$ cat src/rtl/lavatory_arbiter.sv
`default_nettype none
// ============================================================================
// Module   : lavatory_arbiter
// Brief    : Round-robin reservation arbiter sharing three lavatories between
//            women (lavs 0-2) and men (lavs 1-2), with door-sensor tracking.
// Revision : 1.0
// ============================================================================
module lavatory_arbiter #(
  parameter int QW          = 3,
  parameter int TMR_W       = 4,
  parameter int RES_TIMEOUT = 8
) (
  input  logic          clk_2,
  input  logic          reset,
  input  logic          req_w,
  input  logic          req_m,
  input  logic [2:0]    occ,
  output logic          grant_valid,
  output logic          grant_class,
  output logic [1:0]    grant_lav,
  output logic [2:0]    lav_busy,
  output logic          women_free,
  output logic          men_free,
  output logic [QW-1:0] q_w,
  output logic [QW-1:0] q_m,
  output logic          q_ovf
);

  typedef enum logic [1:0] {
    LAV_FREE     = 2'd0,
    LAV_RESERVED = 2'd1,
    LAV_OCCUPIED = 2'd2
  } lav_state_t;

  localparam logic [QW-1:0]    c_QMAX     = '1;
  localparam logic [TMR_W-1:0] c_TMR_LAST = TMR_W'(RES_TIMEOUT - 1);

  lav_state_t       r_state [3];
  lav_state_t       w_state_nxt [3];
  logic [TMR_W-1:0] r_tmr [3];
  logic [TMR_W-1:0] w_tmr_nxt [3];

  logic          r_req_w_prev, r_req_m_prev;
  logic [QW-1:0] r_q_w, r_q_m;
  logic          r_q_ovf;
  logic          r_gv, r_gc, r_last_class;
  logic [1:0]    r_gl;

  logic [2:0]    w_free, w_avail;
  logic          w_rise_w, w_rise_m;
  logic          w_cand_w_ok, w_cand_m_ok;
  logic [1:0]    w_cand_w, w_cand_m;
  logic          w_elig_w, w_elig_m;
  logic          w_grant_w, w_grant_m, w_grant;
  logic [1:0]    w_grant_lav;
  logic [QW:0]   w_qw_upd, w_qm_upd;

  // Returns {overflow, next count}; a simultaneous rise and grant cancel out.
  function automatic logic [QW:0] f_q_update(input logic [QW-1:0] q,
                                             input logic rise,
                                             input logic grant);
    logic [QW:0] res;
    res = {1'b0, q};
    case ({rise, grant})
      2'b10:   res = (q == c_QMAX) ? {1'b1, q} : {1'b0, q + 1'b1};
      2'b01:   res = {1'b0, q - 1'b1};
      default: res = {1'b0, q};
    endcase
    return res;
  endfunction

  always_comb begin
    for (int i = 0; i < 3; i++) begin
      w_free[i]  = (r_state[i] == LAV_FREE);
      w_avail[i] = w_free[i] & ~occ[i];
    end
  end

  assign w_rise_w    = req_w & ~r_req_w_prev;
  assign w_rise_m    = req_m & ~r_req_m_prev;

  assign w_cand_w_ok = |w_avail;
  assign w_cand_w    = w_avail[0] ? 2'd0 : (w_avail[1] ? 2'd1 : 2'd2);
  assign w_cand_m_ok = w_avail[1] | w_avail[2];
  assign w_cand_m    = w_avail[1] ? 2'd1 : 2'd2;

  assign w_elig_w    = (r_q_w != '0) & w_cand_w_ok;
  assign w_elig_m    = (r_q_m != '0) & w_cand_m_ok;

  // On contention the class that was not granted last wins.
  assign w_grant_w   = w_elig_w & (~w_elig_m | r_last_class);
  assign w_grant_m   = w_elig_m & ~w_grant_w;
  assign w_grant     = w_grant_w | w_grant_m;
  assign w_grant_lav = w_grant_w ? w_cand_w : w_cand_m;

  assign w_qw_upd    = f_q_update(r_q_w, w_rise_w, w_grant_w);
  assign w_qm_upd    = f_q_update(r_q_m, w_rise_m, w_grant_m);

  always_comb begin
    for (int i = 0; i < 3; i++) begin
      w_state_nxt[i] = r_state[i];
      w_tmr_nxt[i]   = r_tmr[i];
      case (r_state[i])
        LAV_FREE: begin
          if (w_grant && (w_grant_lav == 2'(i))) begin
            w_state_nxt[i] = LAV_RESERVED;
            w_tmr_nxt[i]   = '0;
          end else if (occ[i]) begin
            w_state_nxt[i] = LAV_OCCUPIED;
          end
        end
        LAV_RESERVED: begin
          if (occ[i]) begin
            w_state_nxt[i] = LAV_OCCUPIED;
            w_tmr_nxt[i]   = '0;
          end else if (r_tmr[i] == c_TMR_LAST) begin
            w_state_nxt[i] = LAV_FREE;
            w_tmr_nxt[i]   = '0;
          end else begin
            w_tmr_nxt[i]   = r_tmr[i] + 1'b1;
          end
        end
        LAV_OCCUPIED: begin
          if (!occ[i]) w_state_nxt[i] = LAV_FREE;
        end
        default: begin
          w_state_nxt[i] = LAV_FREE;
          w_tmr_nxt[i]   = '0;
        end
      endcase
    end
  end

  always_ff @(posedge clk_2 or posedge reset) begin
    if (reset) begin
      for (int i = 0; i < 3; i++) begin
        r_state[i] <= LAV_FREE;
        r_tmr[i]   <= '0;
      end
      r_req_w_prev <= 1'b1;
      r_req_m_prev <= 1'b1;
      r_q_w        <= '0;
      r_q_m        <= '0;
      r_q_ovf      <= 1'b0;
      r_gv         <= 1'b0;
      r_gc         <= 1'b0;
      r_gl         <= 2'd0;
      r_last_class <= 1'b1;
    end else begin
      for (int i = 0; i < 3; i++) begin
        r_state[i] <= w_state_nxt[i];
        r_tmr[i]   <= w_tmr_nxt[i];
      end
      r_req_w_prev <= req_w;
      r_req_m_prev <= req_m;
      r_q_w        <= w_qw_upd[QW-1:0];
      r_q_m        <= w_qm_upd[QW-1:0];
      r_q_ovf      <= r_q_ovf | w_qw_upd[QW] | w_qm_upd[QW];
      r_gv         <= w_grant;
      if (w_grant) begin
        r_gc         <= w_grant_m;
        r_gl         <= w_grant_lav;
        r_last_class <= w_grant_m;
      end
    end
  end

  assign grant_valid = r_gv;
  assign grant_class = r_gc;
  assign grant_lav   = r_gl;
  assign lav_busy    = ~w_free;
  assign women_free  = |w_free;
  assign men_free    = w_free[1] | w_free[2];
  assign q_w         = r_q_w;
  assign q_m         = r_q_m;
  assign q_ovf       = r_q_ovf;

endmodule
`default_nettype wire

$ cat config.mk
export PLATFORM = sky130hd
export DESIGN_NAME = lavatory_arbiter
export DESIGN_NICKNAME = d
export VERILOG_FILES = /design/src/rtl/lavatory_arbiter.sv
export SDC_FILE = /design/constraint.sdc
export NUM_CORES = 1
export LEC_CHECK = 0
export BUFFER_PORTS_ARGS = -buffer_cell sky130_fd_sc_hd__buf_2
export CORE_MARGIN = 2
export CORE_UTILIZATION = 46
export DETAILED_ROUTE_END_ITERATION = 6
export PLACE_DENSITY = 0.7
export SETUP_SLACK_MARGIN = 0.5
export SLEW_MARGIN = 20
export SYNTH_ARGS = -nofsm -noshare
export SYNTH_HDL_FRONTEND = slang
export SYNTH_SLANG_ARGS = --single-unit
$ cat constraint.sdc
create_clock -name clk_2 -period 2.8 [get_ports clk_2]
set_clock_uncertainty 0.1 [all_clocks]
set_input_delay 0.14 -clock clk_2 [delete_from_list [all_inputs] [get_ports clk_2]]
set_output_delay 0.14 -clock clk_2 [all_outputs]
set_load 0.1 [all_outputs]
; ---- After elaboration in Yosys (flattened, before gate mapping)
; Index checks and enable logic that the tools add are counted.
[classes]
addsub = 7
eq_ne = 31
mux = 37
n_bitwise = 26
reduce_logical = 21
[op_table]
columns = cell, n
row1 = 2-to-1 mux 4 bit, 11
row2 = 2-to-1 mux 2 bit, 18
row3 = case mux 4 bit (3 select lines), 3
row4 = case mux 2 bit (3 select lines), 3
row5 = case mux 4 bit (2 select lines), 2
row6 = "adder 4 x 1 -> 4 bit, second input constant", 3
row7 = "== test 2 x 1 -> 1 bit, second input constant", 6
row8 = "== test 2 bit, second input constant", 6
row9 = "== test 4 x 3 -> 1 bit, second input constant", 3
row10 = "inequality test 2 bit, second input constant", 5
row11 = NOT 1 bit, 10
row12 = AND reduction 2 bit, 5
row13 = AND 1 bit, 9
row14 = "inequality test 3 x 2 -> 1 bit, second input constant", 3
row15 = "inequality test 3 bit, second input constant", 3
row16 = AND reduction 3 bit, 3
row17 = logical NOT 2 bit, 4
row18 = "adder 3 x 1 -> 3 bit, second input constant", 2
row19 = "== test 3 bit, second input constant", 2
row20 = "inequality test 2 x 1 -> 1 bit, second input constant", 3
row21 = OR 1 bit, 6
row22 = nonzero test 3 bit, 2
row23 = OR reduction 3 bit, 2
row24 = "subtractor 3 x 1 -> 3 bit, second input constant", 2
row25 = other kinds (3), 6
[word_totals]
ff_bits = 32
input_bits = 7

; ---- Longest topological paths before layout
; Gate-level depths: netlist of run 1.
[depth]
word_depth = 13
mapped_depth = 10

; ---- Worst setup path after synthesis of run 1
; OpenSTA, ideal clock, no wires.
[synth_path]
kind = register to register
from = register r_q_m[0], in the netlist q_m[0]
to = register r_q_m[2], in the netlist q_m[2]
arrival_time_ns = 2.873
slack_ns = -0.296
stages_incl_launch_ff = 11
period_less_slack_ns = 3.096
path_cell_list = dfrtp_1 > inv_1 > ha_1 > nor2b_1 > a21o_1 > nor2_1 > inv_1 > ha_1 > a21oi_1 > o21ai_0 > a22o_1
[synth_between]
elab_chain_cells = 10
elab_cells_between_ends = 17
[synth_lines]
columns = item, line
row1 = start: declaration, 44  ; logic [QW-1:0] r_q_w, r_q_m;
row2 = start signal: assignment, 157  ; r_q_m <= w_qm_upd[QW-1:0];
row3 = nonzero test 3 bit (*), 88  ; assign w_elig_m = (r_q_m != '0) & w_cand_m_ok;
row4 = AND 1 bit (*), 88
row5 = NOT 1 bit, 91  ; assign w_grant_w = w_elig_w & (~w_elig_m | r_last_class);
row6 = OR 1 bit, 91
row7 = AND 1 bit, 91
row8 = NOT 1 bit, 92  ; assign w_grant_m = w_elig_m & ~w_grant_w;
row9 = AND 1 bit (*), 92
row10 = net w_grant_m, 54  ; logic w_grant_w, w_grant_m, w_grant;
row11 = == test 2 bit or == test 2 x 1 -> 1 bit (tied branches), 64  ; case ({rise, grant})
row12 = inequality test 2 bit (no line) or nonzero test 2 bit (tied branches), --
row13 = AND reduction 2 bit (no line), --
; The timed path passes the listed nets; every way through them passes the cells marked *. The select of a mux whose other input is x is not followed.
; A chain may end at the register's enable or synchronous reset.

; ---- Worst setup path after layout of run 1
[layout_path]
from = register r_q_w[0], in the netlist q_w[0]
to = register r_q_m[2], in the netlist q_m[2]
[layout_between]
elab_chain_cells = 8
elab_cells_between_ends = 11
[layout_lines]
columns = item, line
row1 = start: declaration, 44
row2 = start signal: assignment, 156  ; r_q_w <= w_qw_upd[QW-1:0];
row3 = nonzero test 3 bit (*), 87  ; assign w_elig_w = (r_q_w != '0) & w_cand_w_ok;
row4 = AND 1 bit (*), 87
row5 = AND 1 bit (*), 91
row6 = NOT 1 bit (*), 92
row7 = AND 1 bit (*), 92
row8 = net w_grant_m, 54
row9 = == test 2 bit or == test 2 x 1 -> 1 bit (tied branches), 64
row10 = inequality test 2 bit (no line) or nonzero test 2 bit (tied branches), --
row11 = AND reduction 2 bit (no line), --
; The timed path passes the listed nets; every way through them passes the cells marked *.

==> results of run 1 <==
-- per-layer routing --
metal	up-vias	global-route usage [%]
met5	-	0
met4	0	7.14
met3	4	4.43
met2	29	32.6
met1	687	22.1
li1	676	-
-- final timing paths --
| path | startpoint | end | slack [ps] | depth (start not counted) |
|---|---|---|---|---|
| worst max-delay path | q_w[0] | q_m[2] | 560 | 10 |
| worst min-delay path | occ[0] | r_state[5] | 60 | 2 |
| worst max register to register | q_w[0] | q_m[2] | 560 | 10 |
| worst min register to register | grant_lav[0] | grant_lav[0] | 390 | 1 |
| max in group asynchronous | reset | r_req_w_prev | 1390 | 4 |
| min in group asynchronous | reset | r_tmr[6] | 450 | 3 |
-- cell usage in the layout, fill, tap and decap left out, drive strengths merged, types with 2 or more instances in the layout --
cell type,count
nand2,14
dfrtp,29
a21oi,5
nor3,2
a22o,2
nor2,7
buf,28
mux2i,2
o211ai,2
a31oi,2
dlygate4sd3,3
o32ai,2
a32o,4
nor3b,2
xor2,2
nand2b,11
dfstp,3
clkbuf,7
inv,14
o21ai,14
or2,5
a21boi,4
nand3,4
a21o,9
ha,15
-- synthesized netlist by cell type, drive strengths merged --
master / count
a21o: 9
nand2b: 11
or3b: 1
nor2b: 1
o2bb2ai: 1
o32ai: 2
a21oi: 5
a32o: 4
o22a: 1
xnor2: 1
inv: 14
xor2: 2
dfrtp: 29
ha: 15
o31ai: 1
a2111oi: 1
or2: 5
dfstp: 3
a21bo: 1
a22o: 2
nand2: 14
o211ai: 2
o41ai: 1
mux2i: 2
a21boi: 4
o21ai: 14
o21bai: 1
o22ai: 1
nand3: 4
a211o: 1
nor4b: 1
nor3: 2
a31oi: 2
nor3b: 2
or3: 1
nor2: 7
-- metrics by stage --
step	setup slack (ps)	instances
floorplan	511	168
global placement	513	239
detailed placement	347	239
CTS	550	251
global route	460	255
finish	561	255
-- layout make-up --
| cell class | count | area share [%] |
|---|---|---|
| tap | 48 | 2.70 |
| clock inverter | 1 | 0.225 |
| timing repair buffer | 31 | 8.33 |
| inverter | 14 | 2.59 |
| sequential | 32 | 37.0 |
| multi-input combinational | 122 | 45.7 |
| clock buffer | 7 | 3.43 |
-- state kept, by name (all words and copies together) (netlist names) --
name          flops
r_req_w_prev      1
q_m               3
r_req_m_prev      1
r_tmr            12
grant_lav         2
grant_class       1
r_state           6
r_last_class      1
grant_valid       1
q_ovf             1
q_w               3
-- kinds of logic after synthesis --
group	Yosys count	synth area share (%)
AND/OR/NAND/NOR	49	15.5
flip-flops	32	45.3
multiplexers	2	1.13
XOR/XNOR	3	1.48
buffers and inverters	14	2.96
adder cells (fa/ha/maj)	15	10.6
AO/OA/AOI/OAI	53	23.0
-- what timing repair did --
item                                   4_1_cts  5_1_grt
pin swaps                                    1        2
resized for setup                            3        2
buffers inserted                             1        4
hold buffers                                 3        0
endpoints found under the hold margin       22        0
setup endpoints to repair                    3        2
gates cloned                                 0        0
==> reports/metrics.cfg, run 1 <==
[timing]
hold_violations = 0
fmax_mhz = 447
setup_viol = 0
tightest_slew_ps = 786
finalCriticalPeriod_ps = 2240
grt_setup_unrepaired = yes
tns_ps = 0
slew_viol_final = 0
relSlewSlack_pct = 47.5
fin_crit_sh_pct = 79.9
holdWs_ps = 60.2

[detailed_routing]
via_count = 1396
met2WireLength_mm = 1.88
routed_via_density = 5.47
met1_length_mm = 1.65
drt-initial-drc-count = 36
drtPass1Iterations = 7
ant_nets = 0
drt_wl_total_mm = 3.69
wl_met3_um = 120
drc = 0
wl_per_cell_um = 14.5
routed.top_layer = met4

[floorplan]
die_area_um2 = 4370
boundaryPins = 23
fp.coreArea_um2 = 3690
rows = 22
die_w_um = 66.1
start_util_pct = 48.1
fp.dieH_um = 66.1

[worst_setup_path]
startpoint_type = register
timing.critical_path.cells = inv_2, ha_2, nand2b_4, a21o_1, nor2_2, inv_2, ha_4, a21oi_4, o21ai_1, a22o_1
crit_buf_inv = 2
crit_type = reg2reg
crit_family = compound AO/OA/AOI/OAI gates
required_ps = 2870
arrival_ps = 2300
cpMostUsedCell = inv_2
critPathMaxFanout = 5
slowest_stage = dfrtp_4
max_stage_delay_ps = 490
endpoint_kind = register

[logic_synthesis]
synth_cell_type_count = 42
ys_warn_count = 0
ys_seq_elements = 32
syn_inst = 168
yosysTopAreaCell = dfrtp_1
netlist_area_um2 = 1780
synth_area_leaders = dfrtp_1, ha_1, dfstp_2
avgSynthCellArea_um2 = 10.6
yosys.area.top_type_share_pct = 40.9
synth_nets = 190
ys_seq_area_share_pct = 45.3

[global_routing]
grt.total_usage_pct = 18.7
grt_max_degree = 22
globalRouteOverflowTotal = 0
antenna_found_initial = 0
grt_pass1_vias = 1387
grt_first_pass_wirelength_mm = 6.18

[cells_and_area]
regArea_um2 = 823
nets = 228
drive_above_1_share_pct = 33.8
fin_area_um2 = 2220
n_fill_cell = 301
utilization_pct = 60.3
area_growth_syn_to_layout_pct = 25.2
multi_input_area_um2 = 1020
diodes = 0

[min_path]
hp-class = in2reg

[placed_design]
place_congestion = 0.798
io_buffers = 22
dpl-instance-area_um2 = 2050
dp_hpwl_mm = 2.65

[outcome]
outcome = completed

[clock_network]
htree_levels = 2
clock_latency_ps = 280
cts_made_buffers = 5
clock-sinks = 32
cts_root_buffer = clkbuf_8
clk_path_buf_depth = 2
path_clk_slew_ps = 70
cts_tree = yes

[flow_run]
max_cap_viol_count = 0

Power of run 1 is left out: the tool's default activity adds up to more than one toggle a clock period on the data nets, which glitch-free logic cannot reach.
==> run 2: changes to the inputs <==
clock period = 2.25 ns   (was 2.8 ns; I/O delays follow)
==> run 2 against run 1 <==
Fmax is 9.1% higher. Setup slack got worse by 360 ps. Worst hold slack lost 57 ps. Critical path type unchanged. Critical endpoint is now q_w[2]. Largest cell class unchanged.
==> reports/metrics.cfg, run 2 (synthesized netlist as in run 1, its figures left out) <==
[floorplan]
fp.dieH_um = 66.1
boundaryPins = 23
die_w_um = 66.1
start_util_pct = 48.1
rows = 22
die_area_um2 = 4370
fp.coreArea_um2 = 3690

[global_routing]
globalRouteOverflowTotal = 0
grt.total_usage_pct = 21.5
grt_max_degree = 33
grt_first_pass_wirelength_mm = 7.28
antenna_found_initial = 0
grt_pass1_vias = 1647

[worst_setup_path]
endpoint_kind = register
rrSetupSlack_ps = 200
arrival_ps = 2110
crit_type = reg2reg
required_ps = 2310
critPathMaxFanout = 4
startpoint_type = register

[clock_network]
cts_root_buffer = clkbuf_8
path_clk_slew_ps = 70
cts_tree = yes
clk_path_buf_depth = 2
htree_levels = 2
clock-sinks = 32
clock_latency_ps = 270
cts_made_buffers = 5

[placed_design]
dpl-instance-area_um2 = 2120
place_congestion = 0.813
io_buffers = 22
dp_hpwl_mm = 2.85
numPlacedInstances = 245

[timing]
grt_setup_unrepaired = yes
relSlewSlack_pct = 67.4
tightest_slew_ps = 492
fin_crit_sh_pct = 91.2
hold_violations = 0
finalCriticalPeriod_ps = 2050
slew_viol_final = 0
setup_viol = 0
fmax_mhz = 487

[power]
power_density_nw_per_um2 = 1580
p_comb_share_pct = 66.5
p_clk_share_pct = 11.0
switching_share_pct = 50.0
power_frac_seq_pct = 22.5
p_sw_uw = 2070
ir_worst_vdd_v = 0.00123
internal_power_uw = 2070
power_leakage_uw = 0.00124

[detailed_routing]
wl_per_cell_um = 15.9
drtPass1Iterations = 4
drc = 0
via_count = 1569
routed_via_density = 5.54
ant_nets = 0
drt-initial-drc-count = 84
drt_wl_total_mm = 4.50

[cells_and_area]
nets = 256
drive_above_1_share_pct = 50.2
n_fill_cell = 271
area_growth_syn_to_layout_pct = 47.7
layout_commonest_cell = buf_4
regMostFlops = r_tmr
instances_no_fill = 283
reg_top3 = r_tmr x12, r_state x6
fin_area_um2 = 2620
largest_reg_flops = 12
diodes = 0
mostFrequentLayoutCells = buf_4, dfrtp_1, buf_2

[min_path]
hp-class = in2reg

[outcome]
outcome = completed

[flow_run]
max_cap_viol_count = 0

## run 2: changes by cell type in the layout (fill, tap and decap cells not counted), sizes merged
cell / previous run / this run
clkinv: 1 / 2
buf: 28 / 55
## run 2: final cells by class
type,instances,area (um2),area share (%)
Multi-Input combinational cell,122,1140,43.6
Inverter,14,62.6,2.39
Timing Repair Buffer,59,440,16.8
Sequential cell,32,825,31.4
Clock inverter,2,10.0,0.382
Clock buffer,6,82.6,3.15
Tap cell,48,60.1,2.29
## run 2: path summary, 6_finish.rpt
| path | startpoint | endpoint | cells after the start |
|---|---|---|---|
| worst max-delay path | q_m[0] | q_w[2] | 9 |
| worst min register to register | grant_lav[1] | grant_lav[1] | 1 |
| max in group asynchronous | reset | q_w[0] | 4 |
| worst max register to register | q_m[0] | q_w[2] | 9 |
| min in group asynchronous | reset | r_tmr[0] | 4 |
| worst min-delay path | occ[0] | r_state[5] | 2 |
## run 2: routing by layer
| metal | GRT usage, % | up-vias | share of wire, % |
|---|---|---|---|
| met5 | 0 | - | 0 |
| met4 | 8.16 | 0 | 1.8 |
| met3 | 4.26 | 12 | 3.2 |
| met2 | 37.9 | 44 | 53 |
| met1 | 25.8 | 776 | 42 |
| li1 | - | 737 | - |
## run 2: worst max-delay path: stages, from the launching register on
cell and delay [ps]:
dfrtp_4 490, inv_4 80, ha_4 120, nor2b_4 180, o31ai_4 100, a21oi_2 180, ha_4 240, a21oi_4 170
o21ai_2 80, a22o_1 200
## run 2: stage by stage
stage	power (uW)	setup WS [ps]	TNS [ps]	hold WS (ps)	util [%]
3_3_place_gp	2920	119	0	114	57.5
5_1_grt	4340	148	0	3.27	71.1
4_1_cts	3820	214	0	3.13	67.2
6_report	4130	199	0	3.38	71.1
3_5_place_dp	2970	48.2	0	115	57.5
2_1_floorplan	2570	-32.5	-55.4	17.0	-
## run 2: repair_timing
action,4_1_cts,5_1_grt
cloned,0,0
buffers inserted,18,9
endpoints found under the hold margin,31,0
hold buffers,3,0
gates resized for setup,26,18
setup endpoints to repair,20,22
pin swaps,13,13
## run 2: power by group through the flow
stage	combinational, uW	sequential (uW)	clock, uW
floorplan	1080	1490	0
global placement	1990	927	0
finish	2750	930	454
CTS	2440	922	455
detailed placement	2030	941	0
global route	2900	951	491
(Power assumes the default switching activity.)
